File: config.mk
export PLATFORM = sky130hd
export DESIGN_NAME = apb2_master_arb
export DESIGN_NICKNAME = d
export VERILOG_FILES = /design/src/rtl/apb2_master_arb.sv
export SDC_FILE = /design/constraint.sdc
export NUM_CORES = 1
export LEC_CHECK = 0
export ABC_CLOCK_PERIOD_IN_PS = 3880
export BUFFER_PORTS_ARGS = -buffer_cell sky130_fd_sc_hd__buf_2
export CORE_AREA = 3 3 158 160
export DETAILED_ROUTE_END_ITERATION = 12
export DIE_AREA = 0 0 161 163
export PLACE_DENSITY = 0.52
export SLEW_MARGIN = 20
export SYNTH_ARGS = -nofsm -noshare
export SYNTH_HDL_FRONTEND = slang
export SYNTH_SLANG_ARGS = --single-unit
File: constraint.sdc
create_clock -name pclk -period 3.88 [get_ports pclk]
set_input_delay 0.388 -clock pclk [delete_from_list [all_inputs] [get_ports pclk]]
set_output_delay 0.388 -clock pclk [all_outputs]
set_load 0.03 [all_outputs]
File: src/rtl/apb2_master_arb.sv
// Round-robin arbiter sharing one APB2 master port between NUM_REQ requesters.
// Every transfer is SETUP then ACCESS; read data returns one cycle after ACCESS.
module apb2_master_arb #(
  parameter int NUM_REQ    = 4,
  parameter int ADDR_WIDTH = 32,
  parameter int DATA_WIDTH = 32
) (
  input  logic                             pclk,
  input  logic                             preset,
  input  logic [NUM_REQ-1:0]               req_valid,
  input  logic [NUM_REQ-1:0]               req_write,
  input  logic [NUM_REQ*ADDR_WIDTH-1:0]    req_addr,
  input  logic [NUM_REQ*DATA_WIDTH-1:0]    req_wdata,
  output logic [NUM_REQ-1:0]               req_ready,
  output logic [NUM_REQ-1:0]               rsp_valid,
  output logic [DATA_WIDTH-1:0]            rsp_rdata,
  output logic                             busy,
  output logic                             pselx,
  output logic                             penable,
  output logic                             pwrite,
  output logic [ADDR_WIDTH-1:0]            paddr,
  output logic [DATA_WIDTH-1:0]            pwdata,
  input  logic [DATA_WIDTH-1:0]            prdata
);

  localparam int IDX_W = (NUM_REQ > 1) ? $clog2(NUM_REQ) : 1;

  localparam logic [1:0] IDLE   = 2'd0;
  localparam logic [1:0] SETUP  = 2'd1;
  localparam logic [1:0] ACCESS = 2'd2;

  logic [1:0]            state_reg;
  logic [1:0]            state_next;
  logic [IDX_W-1:0]      rr_ptr_reg;
  logic [IDX_W-1:0]      owner_reg;
  logic [IDX_W-1:0]      grant_idx;
  logic [IDX_W:0]        cand;
  logic                  grant_found;
  logic                  can_grant;
  logic                  handshake;

  logic [ADDR_WIDTH-1:0] addr_arr  [NUM_REQ];
  logic [DATA_WIDTH-1:0] wdata_arr [NUM_REQ];

  genvar gi;
  generate
    for (gi = 0; gi < NUM_REQ; gi++) begin : g_unpack
      assign addr_arr[gi]  = req_addr[gi*ADDR_WIDTH +: ADDR_WIDTH];
      assign wdata_arr[gi] = req_wdata[gi*DATA_WIDTH +: DATA_WIDTH];
    end
  endgenerate

  // Scan from the highest offset down so the candidate closest to rr_ptr wins.
  always_comb begin
    grant_found = 1'b0;
    grant_idx   = '0;
    cand        = '0;
    for (int k = NUM_REQ - 1; k >= 0; k--) begin
      cand = {1'b0, rr_ptr_reg} + (IDX_W+1)'(k);
      if (cand >= (IDX_W+1)'(NUM_REQ)) begin
        cand = cand - (IDX_W+1)'(NUM_REQ);
      end
      if (req_valid[cand[IDX_W-1:0]]) begin
        grant_found = 1'b1;
        grant_idx   = cand[IDX_W-1:0];
      end
    end
  end

  // Grants are only offered when the bus can start a new SETUP next cycle.
  assign can_grant = ((state_reg == IDLE) || (state_reg == ACCESS)) && !preset;
  assign handshake = can_grant && grant_found;
  assign req_ready = handshake ? (NUM_REQ'(1) << grant_idx) : '0;

  always_comb begin
    state_next = IDLE;
    case (state_reg)
      IDLE:    state_next = handshake ? SETUP : IDLE;
      SETUP:   state_next = ACCESS;
      ACCESS:  state_next = handshake ? SETUP : IDLE;
      default: state_next = IDLE;
    endcase
  end

  always_ff @(posedge pclk or posedge preset) begin
    if (preset) begin
      state_reg  <= IDLE;
      rr_ptr_reg <= '0;
      owner_reg  <= '0;
      pwrite     <= 1'b0;
      paddr      <= '0;
      pwdata     <= '0;
      rsp_valid  <= '0;
      rsp_rdata  <= '0;
    end else begin
      state_reg <= state_next;
      if (handshake) begin
        paddr     <= addr_arr[grant_idx];
        pwdata    <= wdata_arr[grant_idx];
        pwrite    <= req_write[grant_idx];
        owner_reg <= grant_idx;
        rr_ptr_reg <= (grant_idx == IDX_W'(NUM_REQ - 1)) ? '0 : grant_idx + IDX_W'(1);
      end
      rsp_valid <= '0;
      if (state_reg == ACCESS) begin
        rsp_valid <= NUM_REQ'(1) << owner_reg;
        rsp_rdata <= pwrite ? '0 : prdata;
      end
    end
  end

  assign pselx   = (state_reg == SETUP) || (state_reg == ACCESS);
  assign penable = (state_reg == ACCESS);
  assign busy    = pselx;

endmodule
Word level (Yosys, flattened, before mapping) --
Cells that the tools add are included.
Storage, ports and cells: register bits after elaboration 107, input bits 298, output and inout bits 108, word-level logic and storage cells 73
Operators by class: $add $sub $neg 8, magnitude comparators 10, equality and inequality tests 3, shift-type cells 2, multiplexer cells 34, bitwise gates (word level) 1, reductions and logical operators 7
Operators with widths (count):
- 2-to-1 mux 32 bit | 5
- binary-select mux 32 bit (select 2 bit) | 2
- 2-to-1 mux 2 bit | 9
- less-than comparator 2 x 3 -> 1 bit, second input constant | 5
- greater-or-equal comparator 3 bit, second input constant | 4
- binary-select mux 1 bit (select 2 bit) | 5
- 2-to-1 mux 1 bit | 10
- 2-to-1 mux 4 bit | 2
- left shift 1 x 2 -> 4 bit, first input constant | 2
- subtractor 2 x 1 -> 2 bit, second input constant | 4
- adder 2 x 2 -> 3 bit, second input constant | 2
- == test 2 bit, second input constant | 2
- case mux 2 bit (2 select lines) | 1
- adder 2 x 1 -> 3 bit, second input constant | 1
- greater-or-equal comparator 2 x 3 -> 1 bit, second input constant | 1
- NOT 2 -> 3 bit | 1
- adder 2 x 1 -> 2 bit, second input constant | 1
- == test 2 x 1 -> 1 bit, second input constant | 1
- logical AND 1 bit | 2
- logical NOT 2 bit | 1
- logical OR 1 bit | 2
- OR reduction 2 bit | 1
- logical NOT 1 bit | 1

Logic depth before layout (Yosys ltp) --
depth after elaboration 13, depth in mapped cells 10, depth with buffers taken out 8

Least setup slack after synthesis --
Ideal clock, no wire load.
path kind register to output, from register state_reg[0], to output req_ready[3], data arrival time 2.409 ns, required time 3.492 ns, path slack 1.083 ns, cell stages (with the launch flop) 10, path buffers 2, cells stage by stage dfrtp_1 inv_1 ha_1 nor2_1 or3_1 buf_2 inv_2 buf_4 nand2_1 nor3_1
On the way: cells in the longest elaborated chain, start to end 5, elaborated cells on any way between the ends 6, classes of those cells 1 x eq/ne; 1 x mux; 4 x reduce/logical
RTL lines:
- start: declaration | RTL line 32 | logic [1:0] state_reg;
- start signal: assignment | RTL line 96 | state_reg <= state_next;
- == test 2 bit
- via penable | RTL line 19 | output logic penable,
- logical OR 1 bit | RTL line 71 | assign can_grant = ((state_reg == IDLE) || (state_reg == ACCESS)) && !preset;
- logical AND 1 bit | RTL line 71
- logical AND 1 bit | RTL line 72 | assign handshake = can_grant && grant_found;
- 2-to-1 mux 4 bit | RTL line 73 | assign req_ready = handshake ? (NUM_REQ'(1) << grant_idx) : '0;
- end: declaration | RTL line 14 | output logic [NUM_REQ-1:0] req_ready,
The timed path passes the listed nets, and every way through them passes these cells.

Worst setup path after layout --
from register state_reg[0], to output req_ready[3]
On the way: cells in the longest elaborated chain, start to end 5, elaborated cells on any way between the ends 6, classes of those cells 1 x eq/ne; 1 x mux; 4 x reduce/logical
RTL lines (RTL line):
- == test 2 bit / logical NOT 2 bit (equally long branches) | 71
- logical OR 1 bit (*) | 71
- logical AND 1 bit (*) | 71
- logical AND 1 bit (*) | 72
- 2-to-1 mux 4 bit (*) | 73
Every way passes the cells marked *; elsewhere a longest branch is shown, timed or not.

==> reports/metrics.csv <==
metric,value,unit
status,finished clean,
power-per-cell-area,737.2,nW/µm²
place_hpwl,18730,µm
fin_util,37.21,%
reg.largest.list,"paddr (32), pwdata (32), rsp_rdata (32)",
fmax,322.1,MHz
postCtsSetupBuffers,0,
totalNegativeSetupSlack,0,ns
seqPwrFrac,30.3,%
dp_slack,1.001,ns
hold_viol_final,0,
skew,0.01315,ns
root_buffer,clkbuf_16,
cts_buffers,9,
cts_tree,built,
tightest_slew,0.9276,ns
worstSetupStartpointType,flop,
fin_cells,1329,
synth_nets,935,
drt-total-wl,25070,µm
worst_setup_path_end_kind,primary output,
fill_cells,2529,
drtPass1Iterations,5,
r2r_setup_slack,1.10,ns
hp-class,in2async,
slowest_stage,inv_2,
busiest_layer,met2,
arrival,2.72,ns
core_area,23540,µm²
yosysSeqAreaShare,43.85,%
setup_viol,0,
wire_per_inst,18.86,µm
grt_pass1_vias,6398,
postSynthCellCount,634,
drive_above_1_share,44.50,%
holdWs,0.1793,ns
combPwrFrac,54.3,%
antenna_found_initial,4,
path_clk_slew,0.09,ns
worstPathRequired,3.49,ns
post-route-period-util,80.02,%
use_met1,22.99,%
drc,0,
multiInputGateArea,3027,µm²
avgSynthCellArea,9.631,µm²
p_switching,3240,µW
chipWidth,161,µm
gp_congestion,0.8004,
layout_common_cells,"buf_2 (405), a211oi_1 (126), dfrtp_1 (107)",
die_h,163,µm
rows,56,
dp_cells,1312,
grtUsageMet2,31.62,%
track_usage,18.15,%
p_int,3218,µW
critPathMaxStageDelay,0.47,ns
min_period,3.105,ns
irDropWorstVdd,0.2290,mV
reg2reg_from,state_reg[0],
synth_cell_type_count,32,
ff_latch_area,2678,µm²
avgViaCountPerCell,4.817,
r2r-end,pwdata[18],
clk-insertion-delay-late,0.37,ns
r2r.worst_path.cells,9,
syn2layout_area_growth,43.48,%
globalRouteMet3Util,4.349,%
maxSlewViolCount,0,
grt.overflow.total,0,
final_antenna_net_count,0,
ys_ff_latch,107,
initial_core_util,25.94,%
clockBufferDepth,2,
dieArea,26240,µm²
crit_chain,"inv_1, ha_1, nor2_1, or3_1, inv_2, nand2_1, nor3_1, buf_2",
cp_max_fo,27,
yosysWarnings,0,
max_slew_margin,38.16,%
grt_start_max_net_pins,65,
cts-htree-levels,3,
cts_sinks,107,
rsz0062_at_grt,false,
final_common_cell,buf_2,
io_pins,406,
leakagePower,0.004158,µW
swShare,50.17,%
io_buffers,405,
setup_slack,0.7753,ns
maxCapViolations,0,
path_class,reg2out,
cts_hold_buf,0,
cts_resized,0,
drt_iter0_drc,265,
vias,6402,
pwr-share-clk,15.4,%
final_net_count,1305,
syn-cell-area,6106,µm²
grt_first_pass_wirelength,37400,µm
worst max-delay path: cells and delay by family, from the launching register on:
family | cells | cell delay [ns]
AND/OR/NAND/NOR | 4 | 1.03
flip-flops | 1 | 0.38
adder cells (fa/ha/maj) | 1 | 0.16
buffers and inverters | 3 | 0.78
through the flow:
| step | total power (µW) | area, µm² |
|---|---|---|
| 2_1_floorplan | 4322 | 6106 |
| 4_1_cts | 6543 | 8758 |
| 3_5_place_dp | 5528 | 8437 |
| 5_1_grt | 6875 | 8758 |
| 6_report | 6458 | 8761 |
| 3_3_place_gp | 5509 | 8437 |
routing by layer:
layer / vias to the layer above / part of all wire, %
li1: 3078 / -
met1: 3042 / 42
met2: 260 / 51
met3: 18 / 6.5
met4: 4 / 1.2
met5: - / 0.084
cell families after synthesis:
logic type / after synthesis / synth area share, %
adders and majority gates: 3 / 0.6148
buffers and inverters: 100 / 7.254
AOI/OAI and AO/OA: 167 / 19.49
DFF: 107 / 43.85
and+or+nand+nor: 188 / 17.50
xor gates and xnor gates: 1 / 0.1435
muxes: 68 / 11.15
how the worst max path moves through the flow:
stage / from / cells after the start / endpoint / slack, ns
after floorplan: preset / 1 / owner_reg[0] / 0.67
after global placement: req_valid[3] / 8 / paddr[29] / 1.09
after detailed placement: req_valid[1] / 8 / paddr[16] / 1.00
after CTS: state_reg[0] / 8 / req_ready[3] / 0.73
after global routing: state_reg[0] / 8 / req_ready[3] / 0.52
final: state_reg[0] / 8 / req_ready[3] / 0.78
synth_stat cells:
cell | count | share of area, %
buf_2 | 24 | 2.0
o22ai_1 | 1 | 0.10
nand2b_1 | 2 | 0.20
mux2i_1 | 68 | 11
and3_1 | 1 | 0.10
nor2b_1 | 2 | 0.20
xnor2_1 | 1 | 0.14
buf_6 | 4 | 0.74
a211oi_1 | 126 | 15
nor2_1 | 69 | 4.2
o21ai_0 | 32 | 2.6
a311oi_4 | 1 | 0.43
inv_1 | 36 | 2.2
nor4_1 | 1 | 0.10
a21oi_1 | 2 | 0.16
clkbuf_1 | 33 | 2.0
nor3b_1 | 1 | 0.12
inv_2 | 1 | 0.061
nand2_1 | 41 | 2.5
ha_1 | 3 | 0.61
and3b_1 | 1 | 0.14
o21a_1 | 1 | 0.12
dfrtp_1 | 107 | 44
nor2_2 | 1 | 0.10
nor4b_1 | 63 | 9.0
or3_1 | 2 | 0.20
o221ai_1 | 2 | 0.29
o21ai_2 | 1 | 0.14
buf_4 | 2 | 0.25
nor3_1 | 3 | 0.25
a21o_1 | 1 | 0.12
nor3_4 | 1 | 0.27
power by group through the flow:
stage	Sequential [µW]	Clock [µW]	Combinational [µW]
floorplan	2940	0	1380
global placement	1960	0	3550
detailed placement	1970	0	3560
CTS	1960	1030	3560
global route	2030	1070	3780
finish	1960	992	3510
final cells by class:
| cell class | count | share of cell area, % |
|---|---|---|
| clock buffer | 9 | 2.571 |
| multi-input combinational | 427 | 34.55 |
| timing repair buffer | 422 | 25.02 |
| sequential | 107 | 30.56 |
| inverter | 37 | 1.614 |
| tap | 319 | 4.556 |
| clock inverter | 7 | 1.100 |
| antenna | 1 | 0.02856 |
Note: power is estimated with default switching activity, not from simulation.
